<file path="src/rtl/stopwatch_pkg.sv">
// Shared types and constants for the stopwatch run-control sequencer.
package stopwatch_pkg;
   localparam int TICK_DIV_DEFAULT = 1_000_000;
   localparam int STATE_W          = 3;

   typedef enum logic [STATE_W-1:0] {
      ST_IDLE   = 3'd0,
      ST_RUN    = 3'd1,
      ST_PAUSED = 3'd2,
      ST_LAP    = 3'd3,
      ST_OVF    = 3'd4
   } sw_state_e;

   function automatic logic is_counting(input sw_state_e s);
      return (s == ST_RUN) || (s == ST_LAP);
   endfunction
endpackage

</file>
<file path="src/rtl/stopwatch_ctrl_prescaler.sv">
// 0.1 s prescaler: counts 0..TICK_DIV-1 while enabled, flags the wrap cycle.
module tick_prescaler #(
   parameter  int TICK_DIV = 4,
   localparam int PRE_W    = (TICK_DIV > 1) ? $clog2(TICK_DIV) : 1
) (
   input  logic             clk0,
   input  logic             reset_sw_n,
   input  logic             en,
   input  logic             sclr,
   output logic             wrap,
   output logic [PRE_W-1:0] count
);
   localparam logic [PRE_W-1:0] LAST = PRE_W'(TICK_DIV - 1);

   logic [PRE_W-1:0] r_cnt;
   logic             w_wrap;

   // wrap is raw (not masked by sclr); the controller decides what a wrap means
   assign w_wrap = en && (r_cnt == LAST);

   always_ff @(posedge clk0 or negedge reset_sw_n) begin
      if (!reset_sw_n)  r_cnt <= '0;
      else if (sclr)    r_cnt <= '0;
      else if (en)      r_cnt <= w_wrap ? '0 : r_cnt + PRE_W'(1);
   end

   assign wrap  = w_wrap;
   assign count = r_cnt;
endmodule

</file>
<file path="src/rtl/stopwatch_ctrl.sv">
// Stopwatch run-control FSM: button pulses in, count enable / clear / lap-hold out.
module stopwatch_ctrl
   import stopwatch_pkg::*;
#(
   parameter  int TICK_DIV = TICK_DIV_DEFAULT,
   localparam int PRE_W    = (TICK_DIV > 1) ? $clog2(TICK_DIV) : 1
) (
   input  logic               clk0,
   input  logic               reset_sw_n,
   input  logic               start_p,
   input  logic               lap_p,
   input  logic               clr_p,
   input  logic               at_max,
   output logic               tick_en,
   output logic               cnt_clr,
   output logic               lap_load,
   output logic               disp_hold,
   output logic               run,
   output logic               ovf,
   output logic [STATE_W-1:0] state
);
   sw_state_e        r_state, w_nxt_state;
   logic             r_tick, r_clr, r_lap_load, r_disp_hold, r_run, r_ovf;
   logic             w_tick, w_clr, w_lap_load, w_hold;
   logic             w_wrap, w_pre_en, w_pre_sclr;
   logic [PRE_W-1:0] w_pre_cnt;

   // Prescaler advance is decided by the registered state, never the pulse
   assign w_pre_en   = is_counting(r_state);
   assign w_pre_sclr = clr_p || ((r_state == ST_IDLE) && start_p);

   tick_prescaler #(.TICK_DIV(TICK_DIV)) u_pre (
      .clk0       (clk0),
      .reset_sw_n (reset_sw_n),
      .en         (w_pre_en),
      .sclr       (w_pre_sclr),
      .wrap       (w_wrap),
      .count      (w_pre_cnt)
   );

   always_comb begin
      w_nxt_state = r_state;
      w_tick      = 1'b0;
      w_clr       = 1'b0;
      w_lap_load  = 1'b0;
      w_hold      = r_disp_hold;
      if (clr_p) begin
         w_nxt_state = ST_IDLE;
         w_clr       = 1'b1;
         w_hold      = 1'b0;
      end else begin
         w_tick = w_wrap && !at_max;
         case (r_state)
            ST_IDLE:   if (start_p) w_nxt_state = ST_RUN;
            ST_RUN: begin
               if (start_p) w_nxt_state = ST_PAUSED;
               else if (lap_p) begin
                  w_nxt_state = ST_LAP;
                  w_lap_load  = 1'b1;
                  w_hold      = 1'b1;
               end
            end
            ST_PAUSED: if (start_p) w_nxt_state = ST_RUN;
            ST_LAP: begin
               if (start_p || lap_p) begin
                  w_nxt_state = start_p ? ST_PAUSED : ST_RUN;
                  w_hold      = 1'b0;
               end
            end
            ST_OVF:    w_nxt_state = ST_OVF;
            default:   w_nxt_state = ST_IDLE;
         endcase
         // Reaching 999.9 overrides any button action in the same cycle
         if (w_wrap && at_max) begin
            w_nxt_state = ST_OVF;
            w_lap_load  = 1'b0;
            w_hold      = r_disp_hold;
         end
      end
   end

   always_ff @(posedge clk0 or negedge reset_sw_n) begin
      if (!reset_sw_n) begin
         r_state     <= ST_IDLE;
         r_tick      <= 1'b0;
         r_clr       <= 1'b0;
         r_lap_load  <= 1'b0;
         r_disp_hold <= 1'b0;
         r_run       <= 1'b0;
         r_ovf       <= 1'b0;
      end else begin
         r_state     <= w_nxt_state;
         r_tick      <= w_tick;
         r_clr       <= w_clr;
         r_lap_load  <= w_lap_load;
         r_disp_hold <= w_hold;
         r_run       <= is_counting(w_nxt_state);
         r_ovf       <= (w_nxt_state == ST_OVF);
      end
   end

   assign tick_en   = r_tick;
   assign cnt_clr   = r_clr;
   assign lap_load  = r_lap_load;
   assign disp_hold = r_disp_hold;
   assign run       = r_run;
   assign ovf       = r_ovf;
   assign state     = r_state;

   a_pre_range: assert property (@(posedge clk0) disable iff (!reset_sw_n)
      w_pre_cnt <= PRE_W'(TICK_DIV - 1));
   a_tick_clr_excl: assert property (@(posedge clk0) disable iff (!reset_sw_n)
      !(r_tick && r_clr));
endmodule

</file>
<file path="config.mk">
export PLATFORM = sky130hd
export DESIGN_NAME = stopwatch_ctrl
export DESIGN_NICKNAME = d
export VERILOG_FILES = /design/src/rtl/stopwatch_pkg.sv /design/src/rtl/stopwatch_ctrl_prescaler.sv /design/src/rtl/stopwatch_ctrl.sv
export SDC_FILE = /design/constraint.sdc
export NUM_CORES = 1
export LEC_CHECK = 0
export CAP_MARGIN = 20
export CELL_PAD_IN_SITES_DETAIL_PLACEMENT = 0
export CELL_PAD_IN_SITES_GLOBAL_PLACEMENT = 1
export CORE_MARGIN = 1
export CORE_UTILIZATION = 47
export CTS_BUF_LIST = sky130_fd_sc_hd__clkbuf_8 sky130_fd_sc_hd__clkbuf_16
export DETAILED_ROUTE_END_ITERATION = 8
export PLACE_DENSITY = 0.95
export SLEW_MARGIN = 20
export SYNTH_ARGS = -nofsm -noshare
export SYNTH_HDL_FRONTEND = slang
export SYNTH_SLANG_ARGS = --single-unit
</file>
<file path="constraint.sdc">
create_clock -name clk0 -period 4.3 [get_ports clk0]
set_input_delay 0.86 -clock clk0 [delete_from_list [all_inputs] [get_ports clk0]]
set_output_delay 0.86 -clock clk0 [all_outputs]
set_load 0.1 [all_outputs]
</file>
Yosys cells after proc, flatten, opt, wreduce, memory -nomap -nowiden. Index checks and enable logic that the tools add are counted.

Bitwise gates (word level): 0. Shift-type cells: 0. Order comparisons: 0. Divide/modulo/power cells: 0. Equal/unequal tests: 12. Add/sub/neg operators: 1. Multiply operators: 0. Reduce and logical (&&, ||, !) cells: 14. Multiplexer cells: 24.

Operator list (count): $mux 20 (3); $add 20x1->20 const B (1); $eq 20x20->1 const B (1); $mux 3 (6); $mux 1 (12); $pmux 3 s4 (1); $eq 3x2->1 const B (3); $eq 3x1->1 const B (2); $eq 3x3->1 const B (2); $ne 3x3->1 const B (2); $reduce_and 5->1 (1); $logic_and 1x1->1 (4); $logic_or 1x1->1 (4); $logic_not 3->1 (1); $ne 3x2->1 const B (1); $reduce_bool 3->1 (1); $mux 2 (1); $ne 2x2->1 const B (1); $pmux 1 s2 (1); $reduce_bool 2->1 (1); $reduce_or 2->1 (1); $logic_not 1->1 (1).

Register bits after elaboration: 29. Output and inout port bits: 9. RAM bits: 0. Bits in latches: 0. Logic and storage cells: 59. Bits in read-only memories: 0. Input bits: 6. Memories kept: 0.

Logic depth before layout (Yosys ltp). Gate-level depths: netlist of run 1.

Word-level depth: 8. Gate-level depth with buffers: 7. Gate-level depth less buffers: 5.

Hierarchy. From an unflattened synthesis of run 1, not the netlist that was laid out.

Cell total of the unflattened synthesis: 154. Area, all modules: 1480.2 µm².

Modules (own cells, without submodules): tick_prescaler (cells each 119, area an instance 1091.0 µm², instances 1, sequential area each 500.5 µm²); stopwatch_ctrl (cells each 35, area an instance 389.1 µm², instances 1, sequential area each 225.2 µm²).

Worst setup path before layout of run 1. Ideal clock, no wire load.

Path type: register -> register. Start point: register r_state[0] (netlist: state[0]). End point: register u_pre.r_cnt[12] (netlist: u_pre.count[12]). Path buffers: 2. Path slack: 1.838 ns. Period minus slack after synthesis: 2.462 ns. Arrival time: 2.384 ns. Library setup time: 0.078 ns. Stages on the path, launching flop included: 7. Required time: 4.222 ns. Cells stage by stage: dfrtp_1 > buf_2 > or2_2 > clkbuf_1 > o211ai_2 > or4_2 > a21oi_1.

Cells in the longest elaborated chain, start to end: 6. Elaborated cells on any way between the ends: 11. Those cells by class: 2 x eq/ne; 3 x mux; 6 x reduce/logical.

Ends and longest elaborated chain: start, declared (line stopwatch_ctrl.sv:22) `sw_state_e r_state, w_nxt_state;`; start signal, assigned (line stopwatch_ctrl.sv:92) `r_state <= w_nxt_state;`; $eq 3x1->1 or $eq 3x2->1 (tied branches) (line stopwatch_pkg.sv:15) `return (s == ST_RUN) || (s == ST_LAP);`; $logic_or 1x1->1 (line stopwatch_pkg.sv:15); $logic_and 1x1->1 (line stopwatch_ctrl_prescaler.sv:19) `assign w_wrap = en && (r_cnt == LAST);`; $mux 20 (2 in series) (line stopwatch_ctrl_prescaler.sv:24) `else if (en) r_cnt <= w_wrap ? '0 : r_cnt + PRE_W'(1);`; $mux 20 (line stopwatch_ctrl_prescaler.sv:23) `else if (sclr) r_cnt <= '0;`; end signal, assigned (line stopwatch_ctrl_prescaler.sv:24); end, declared (line stopwatch_ctrl_prescaler.sv:15) `logic [PRE_W-1:0] r_cnt;`.

Parallel ways exist; a longest one is shown, timed or not. The select of a mux whose other input is x is not followed. A chain may end at the register's enable or synchronous reset.

Worst setup path after layout of run 1.
Start point: input port start_p. End point: register u_pre.r_cnt[15] (netlist: u_pre.count[15]).

Cells in the longest elaborated chain, start to end: 3. Elaborated cells on any way between the ends: 4. Those cells by class: 1 x mux; 3 x reduce/logical.

Ends and longest elaborated chain: start, declared (line stopwatch_ctrl.sv:10) `input logic start_p,`; $logic_and 1x1->1 (*) (line stopwatch_ctrl.sv:30) `assign w_pre_sclr = clr_p || ((r_state == ST_IDLE) && start_p);`; $logic_or 1x1->1 (*) (line stopwatch_ctrl.sv:30); $mux 20 or $reduce_bool 2->1 (tied branches).

Mark *: on every way between the ends. The rest lies on a longest branch, timed or not.

==> impl_results.md, run 1 <==
* Total power at 0.610 mW
* Critical path class: in -> reg
* Synth Cell Area at 1640 µm²
* Core area at 3340 µm²
* RSZ-0062 raised after global routing: false
* Final cycle utilization of the critical path at 68.9%
* Worst slew pin tran at 975 ps
* I/O Pins at 15
* Max-slew headroom at about a third
* CTS clk-pin slew, worst paths at about 70 ps
* P_int at 0.444 mW
* Longest Clk Path Bufs at 2
* Post-DP HPWL at around 2500 µm
* Nets@finish at 195
* Overall Global Routing Usage at 22.2%
* Congestion Overflow GR at 0
* Combinational share of power at 12.6%
* Initial Util at about half
* Distinct cells, synth at between 40 and 50
* Resized Gates After CTS at 0
* Final setup viols at 0
* Port Buffers at 14
* Data required time of the worst path at 4510 ps
* Root Buffer: clkbuf_8
* Syn avg cell area at 9.29 µm²
* Clk sink count at 29
* Seq pwr share at 46.5%
* Leakage power at ~0.69 nW
* DRC errors left at 0
* Max-slew violation count at 0
* Clk_lat worst skew at 290 ps
* Via count at 1461
* Fin crit period at 2960 ps
* Setup crit start kind: input port
* DIE AREA at 3740 µm²
* Vias in the first global route at about 1300
* DRT Pass-1 Iters at 4
* Largest area contributor in the netlist: dfrtp_1
* H-tree lvl count at 2
* Via/cell ratio at between 6 and 7
* Peak Freq at ~0.34 GHz
* Initial DRC Count at 135
* ANT cells at 0
* Net load switching power at between 0.15 and 0.2 mW
* Crit Path Max Fanout at 12
* Fillers at about 320
* First-pass GRT wire length at 5850 µm
* Register area share after synthesis at 44.1%
* Initial antenna violation count at 0
* Most numerous cell in the Yosys netlist: dfrtp_1
* Maximum vdd drop at 0.163 mV
* Crit path DAT at 3170 ps
* # rows at 21
* Die Height at 61.1 µm
* EDFF count, synth at 0
* Largest net degree at the start of global routing at 30
* Drt total wl at 3690 µm
* Die W at between 60 and 70 µm
* Setup Buffers After CTS at 0
* HP Class: reg -> reg
* Top cells by area, synth: dfrtp_1 44%, a21oi_1 5.8%, or4_1 3.7%, o31ai_1 3.2%, nand2_1 3.0%
* CTS tree: yes
* Syn Nets at between 150 and 200
* Max-cap violations at 0
* Pwr Density at around 320 nW/µm²
* Final hold vios at 0
* FF+latch count, synth at 29
* Worst r2r path cells at 4
* GP Congestion at 0.860
* Hold Path Depth at 2
* Top cell type's share of synthesized area at 44.1%
* Antenna viol nets, final at 0
* Skew final at 8.71 ps
* Post-DR wirelength/cell at 15.7 µm
* Synth top cells by count: 29 x dfrtp_1, 19 x a21oi_1, 13 x nand2_1
* Area growth from synthesis to layout at 15.4%
* Status: completed
* FFs w/ async S/R, synth at 100%
* Clock power frac at 40.8%
* Switching share of power at 27.2%
* Fin Setup TNS at 0 ps
* Ys Warns at 0
* Synth Instances at 177
* Layout cell share with drive strength beyond 1 at 8.99%
* Crit end category: flop
* CTS buffer count at 5
* Commonest register cell after synthesis: dfrtp_1
* Cts-stage hold buffer count at 0
-- worst paths after layout --
path                            start         endpoint  slack, ps
hold reg to reg             disp_hold        disp_hold        540
max in group asynchronous  reset_sw_n  u_pre.count[11]       3060
setup reg to reg             state[1]  u_pre.count[15]       2110
setup / recovery              start_p  u_pre.count[15]       1340
min in group asynchronous  reset_sw_n              run        960
hold / removal              disp_hold        disp_hold        540
-- registers in the layout, summed over array words and instances (netlist names) --
| name | flops |
|---|---|
| run | 1 |
| ovf | 1 |
| disp_hold | 1 |
| lap_load | 1 |
| cnt_clr | 1 |
| tick_en | 1 |
| u_pre.count | 20 |
| state | 3 |
-- power by group through the flow --
stage	clock network, mW	registers (mW)	logic [mW]
after CTS	0.252	0.284	0.0777
after global routing	0.263	0.284	0.0836
after global placement	0	0.288	0.0766
final	0.249	0.284	0.0771
after floorplan	0	0.314	0.0294
after detailed placement	0	0.289	0.0775
-- through the flow --
step           hold slack, ps  instance area (µm²)  util, %  setup slack (ps)  std cells
2_1_floorplan             513                 1640        -              1840        177
3_3_place_gp              524                 1800     53.8              1240        227
3_5_place_dp              533                 1800     53.8              1130        227
4_1_cts                   543                 1900     56.9              1400        235
5_1_grt                   558                 1900     56.9              1210        235
6_report                  543                 1900     56.9              1340        235
-- worst max-delay path, cell delays in order --
cell	delay (ps)
clkdlybuf4s50_1	610
nor2b_1	420
o2111ai_1	530
or4_1	580
a21oi_1	170
-- layout make-up --
cell class	instances	area [µm²]	share of cell area, %
clock buffer	7	96.3	5.08
clock inverter	1	5.00	0.264
tap	46	57.6	3.03
inverter	6	22.5	1.19
sequential	29	726	38.2
multi-input combinational	131	843	44.4
timing repair buffer	15	148	7.78
-- placed cells by master (no fill, tap or decap), types with 7 or more instances in the layout --
cell / netlist / routed
nand2_1: 13 / 13
or4_1: 8 / 8
nor4_1: 7 / 7
clkdlybuf4s50_1: 0 / 14
clkbuf_8: 0 / 7
a21oi_1: 19 / 19
dfrtp_1: 29 / 29
o31ai_1: 7 / 7
nand3_1: 8 / 8
-- cell families (layout without fill, tap and decap cells) --
group | after synthesis | count (layout) | share of synthesized area, %
simple gates | 76 | 76 | 27.6
compound gates | 49 | 49 | 20.1
flops | 29 | 29 | 44.1
buf+inv | 17 | 29 | 4.57
xor+xnor | 4 | 4 | 2.13
fa+ha+maj | 1 | 1 | 0.761
mux | 1 | 1 | 0.685
-- metal layers --
| layer | track usage (%) | part of all wire (%) |
|---|---|---|
| met3 | 6.51 | 5.1 |
| met5 | 0 | 0 |
| met2 | 37.4 | 49 |
| met4 | 11.0 | 1.9 |
| met1 | 25.7 | 44 |
Note: power is estimated with default switching activity, not from simulation.
==> inputs of run 2 (changes only) <==
- CORE_UTILIZATION: 47 -> 43
- PLACE_DENSITY: 0.95 -> 0.89
- clock period: 4.3 -> 2.89 ns (I/O delays scaled with it)
==> impl_results.md, run 2 (synthesized netlist as in run 1, its figures left out) <==
* # rows at 22
* Setup crit start kind: input port
* Setup WS post-layout at 595 ps
* Initial Util at between 40% and 50%
* Die W at roughly 64 µm
* I/O Pins at 15
* Most common cell after layout, fill and taps aside: dfrtp_1
* Crit Path Max Fanout at 12
* Post-DR wirelength/cell at 16.3 µm
* Max-slew violation count at 0
* Leakage power at approximately 0.73 nW
* H-tree lvl count at 2
* Min Hold Slack at 552 ps
* Skew final at about 6.7 ps
* First-pass GRT wire length at 6780 µm
* HP Class: reg -> reg
* Via count at 1489
* Cts-stage hold buffer count at 0
* Nets@finish at roughly 200
* Antenna viol nets, final at 0
* Crit path DAT at roughly 2500 ps
* Clk_lat worst skew at 290 ps
* Largest net degree at the start of global routing at 30
* Clk sink count at 29
* RSZ-0062 raised after global routing: false
* Vias in the first global route at between 1500 and 2000
* Critical path class: in -> reg
* CTS clk-pin slew, worst paths at 60 ps
* Initial antenna violation count at 0
* ANT cells at 0
* DRC errors left at 0
* Overall Global Routing Usage at 22.0%
* Max-slew headroom at 34.3%
* Drt total wl at 3920 µm
* Layout cell share with drive strength beyond 1 at between 10% and 20%
* Data required time of the worst path at ~3100 ps
* Fin Setup TNS at 0 ps
* Worst slew pin tran at 977 ps
* GP Congestion at 0.768
* Most frequent cells in the layout: 29 x dfrtp_1, 19 x a21oi_1, 14 x buf_4
* Initial DRC Count at 66
* DIE AREA at 4070 µm²
* CTS buffer count at 5
* Setup WS pre-CTS at around 300 ps
* Status: completed
* Die Height at 63.8 µm
* Area growth from synthesis to layout at 17.0%
* Final core utilization at 52.5%
* Post-DP HPWL at 2700 µm
* Port Buffers at 14
* Max FFs per register at 20
* Max-cap violations at 0
* Root Buffer: clkbuf_8
* Final hold vios at 0
* Final cycle utilization of the critical path at between 70% and 80%
* Fin crit period at 2290 ps
* Resized Gates After CTS at 0
* Via/cell ratio at 6.18
* Peak Freq at 0.436 GHz
* Crit end category: flop
* Setup Buffers After CTS at 0
* Core area at around 3700 µm²
* Congestion Overflow GR at 0
* DRT Pass-1 Iters at 4
* Pwr Density at slightly above 500 nW/µm²
* Maximum vdd drop at 0.249 mV
* Longest Clk Path Bufs at 2
* Final setup viols at 0
* CTS tree: yes
-- run 2: worst max-delay path, stage by stage --
cell,delay [ps]
clkdlybuf4s50_1,500
nand2b_1,250
o2111ai_1,460
or4_1,550
a21oi_1,160
-- run 2: cell type report --
class / count / area [µm²]
clock buffers: 6 / 82.6
fillers: 342 / 1740
well taps: 48 / 60.1
clock inverters: 2 / 33.8
flip-flops and latches: 29 / 726
repair buffers: 19 / 155
multi-input cells: 131 / 843
inverters: 6 / 22.5
-- run 2: power breakdown --
part	total, mW	switching (mW)	internal, mW
registers	0.422	0.00875	0.413
logic	0.117	0.0835	0.0331
clock network	0.432	0.155	0.277
-- run 2: routing by layer --
layer	part of all wire [%]	vias up	GRT usage, %
met5	0	-	0
met4	2.3	0	13.4
met3	6.9	11	6.79
met2	49	51	37.6
met1	42	717	23.5
li1	-	710	-
-- run 2: final timing paths --
path	startpoint	endpoint	slack, ps	cells past startpoint
worst max-delay path	clr_p	u_pre.count[11]	600	5
max in group asynchronous	reset_sw_n	u_pre.count[18]	1930	2
worst max register to register	u_pre.count[0]	u_pre.count[16]	770	5
worst min-delay path	disp_hold	disp_hold	550	2
min in group asynchronous	reset_sw_n	u_pre.count[10]	680	2
worst min register to register	disp_hold	disp_hold	550	2
-- run 2: per-stage QoR --
stage               power [mW]  cell area [µm²]  instances
global route              1.01             1920        241
CTS                      0.981             1920        241
floorplan                0.510             1640        177
finish                   0.971             1920        241
detailed placement       0.547             1810        233
global placement         0.546             1810        233
==> inputs of run 3 (changes only) <==
- CORE_UTILIZATION: 43 -> 39
- PLACE_DENSITY: 0.89 -> 0.86
- clock period: 2.89 -> 1.9 ns (I/O delays scaled with it)
==> impl_results.md, run 3 (synthesized netlist as in run 1, its figures left out) <==
* Data required time of the worst path at between 2000 and 2500 ps
* DRT Pass-1 Iters at 4
* Most common cell after layout, fill and taps aside: buf_4
* Core area at 4030 µm²
* Congestion Overflow GR at 0
* ANT cells at 0
* Finished Layout Cells at 269
* Nets@finish at 225
* Reg-to-reg slack, setup at 40 ps
* H-tree lvl count at 2
* Worst slew pin tran at 381 ps
* Crit end category: flop
* Maximum vdd drop at 0.392 mV
* Antenna viol nets, final at 0
* Max FFs per register at 20
* Resized Gates After CTS at 0
* Post-DP HPWL at between 2000 and 3000 µm
* Via count at 1557
* Peak Freq at roughly 0.54 GHz
* Most frequent cells in the layout: 37 x buf_4, 26 x dfrtp_1, 18 x a21oi_1
* DRC errors left at 0
* Drt total wl at 4170 µm
* GP Congestion at 0.909
* Max-slew violation count at 0
* Final hold vios at 0
* Final setup viols at 0
* Die Height at 66.9 µm
* Layout cell share with drive strength beyond 1 at 29.2%
* RSZ-0062 raised after global routing: true
* Total power at 1.36 mW
* Fin crit period at 1860 ps
* Cts-stage hold buffer count at 0
* Initial Util at roughly two fifths
* Longest Clk Path Bufs at 2
* Initial antenna violation count at 0
* Area growth from synthesis to layout at 33.2%
* Leakage power at ~0.86 nW
* Vias in the first global route at 1539
* Post-DR wirelength/cell at 15.5 µm
* Clk sink count at 29
* Die W at 66.9 µm
* Fillers at 391
* CTS buffer count at 5
* CTS tree: yes
* Crit path DAT at 2030 ps
* Port Buffers at 14
* Skew final at 10.6 ps
* # rows at 23
* Setup crit start kind: flop
* HP Class: in -> async
* Status: completed
* Pwr Density at 620 nW/µm²
* I/O Pins at 15
* Critical path class: reg -> reg
* Max-cap violations at 0
* Clk_lat worst skew at 290 ps
* CTS clk-pin slew, worst paths at about 70 ps
* Overall Global Routing Usage at a little over a fifth
* Crit Path Max Fanout at 2
* Max-slew headroom at about three quarters
* First-pass GRT wire length at 7080 µm
* DIE AREA at about 4500 µm²
* Setup Buffers After CTS at 0
* Largest net degree at the start of global routing at 30
* Via/cell ratio at 5.79
* Root Buffer: clkbuf_8
* Placed cells at 261
* Fin area at 2190 µm²
* Final core utilization at 54.3%
* Area after DPL at between 2000 and 2500 µm²
* Final cycle utilization of the critical path at 98.1%
* Initial DRC Count at 101
==> run 3: cell types whose count changed in the layout (fill, tap and decap cells not counted), moves of 2 or more <==
cell	delta
buf_12	+3
dfrtp_1	-3
clkinv_2	+2
dfrtp_4	+2
buf_4	+23
==> run 3: critical path: stages, from the launching register on <==
cell and delay [ps]:
dfrtp_1 390, or4b_1 540, or4_4 500, o211ai_1 230
a211oi_2 90
==> run 3: area by class of cell <==
cell class              count  area [µm²]  area share (%)
clock inverters             3        13.8           0.629
clock buffers               5        68.8            3.14
flip-flops and latches     29         734            33.5
well taps                  50        62.6            2.86
multi-input cells         131         900            41.1
repair buffers             45         388            17.7
inverters                   6        22.5            1.03
==> run 3: per-stage QoR <==
step	setup TNS [ps]	hold WS, ps	setup slack [ps]
after detailed placement	-2280	533	-212
after global placement	-1650	523	-172
after CTS	0	489	20.1
after floorplan	-27.4	84.4	-27.4
final	0	478	36.2
after global routing	-41.4	527	-41.4
==> run 3: worst paths after layout <==
check / cells past startpoint / to / from
max in group asynchronous: 2 / state[2] / reset_sw_n
hold reg to reg: 2 / disp_hold / disp_hold
hold / removal: 2 / run / reset_sw_n
min in group clk0: 2 / disp_hold / disp_hold
setup / recovery: 4 / disp_hold / u_pre.count[6]
setup reg to reg: 4 / disp_hold / u_pre.count[6]
==> run 3: power breakdown <==
part	switching [mW]	leakage [nW]	internal [mW]	total, mW
combinational	0.146	0.420	0.0782	0.224
sequential	0.00921	0.395	0.630	0.640
clock	0.247	0.0491	0.248	0.494
total	0.402	0.864	0.956	1.36
==> run 3: per-layer routing <==
layer | part of all wire, % | track usage [%]
met1 | 45 | 26.6
met2 | 49 | 35.5
met3 | 4.1 | 5.65
met4 | 1.9 | 10.9
met5 | 0 | 0
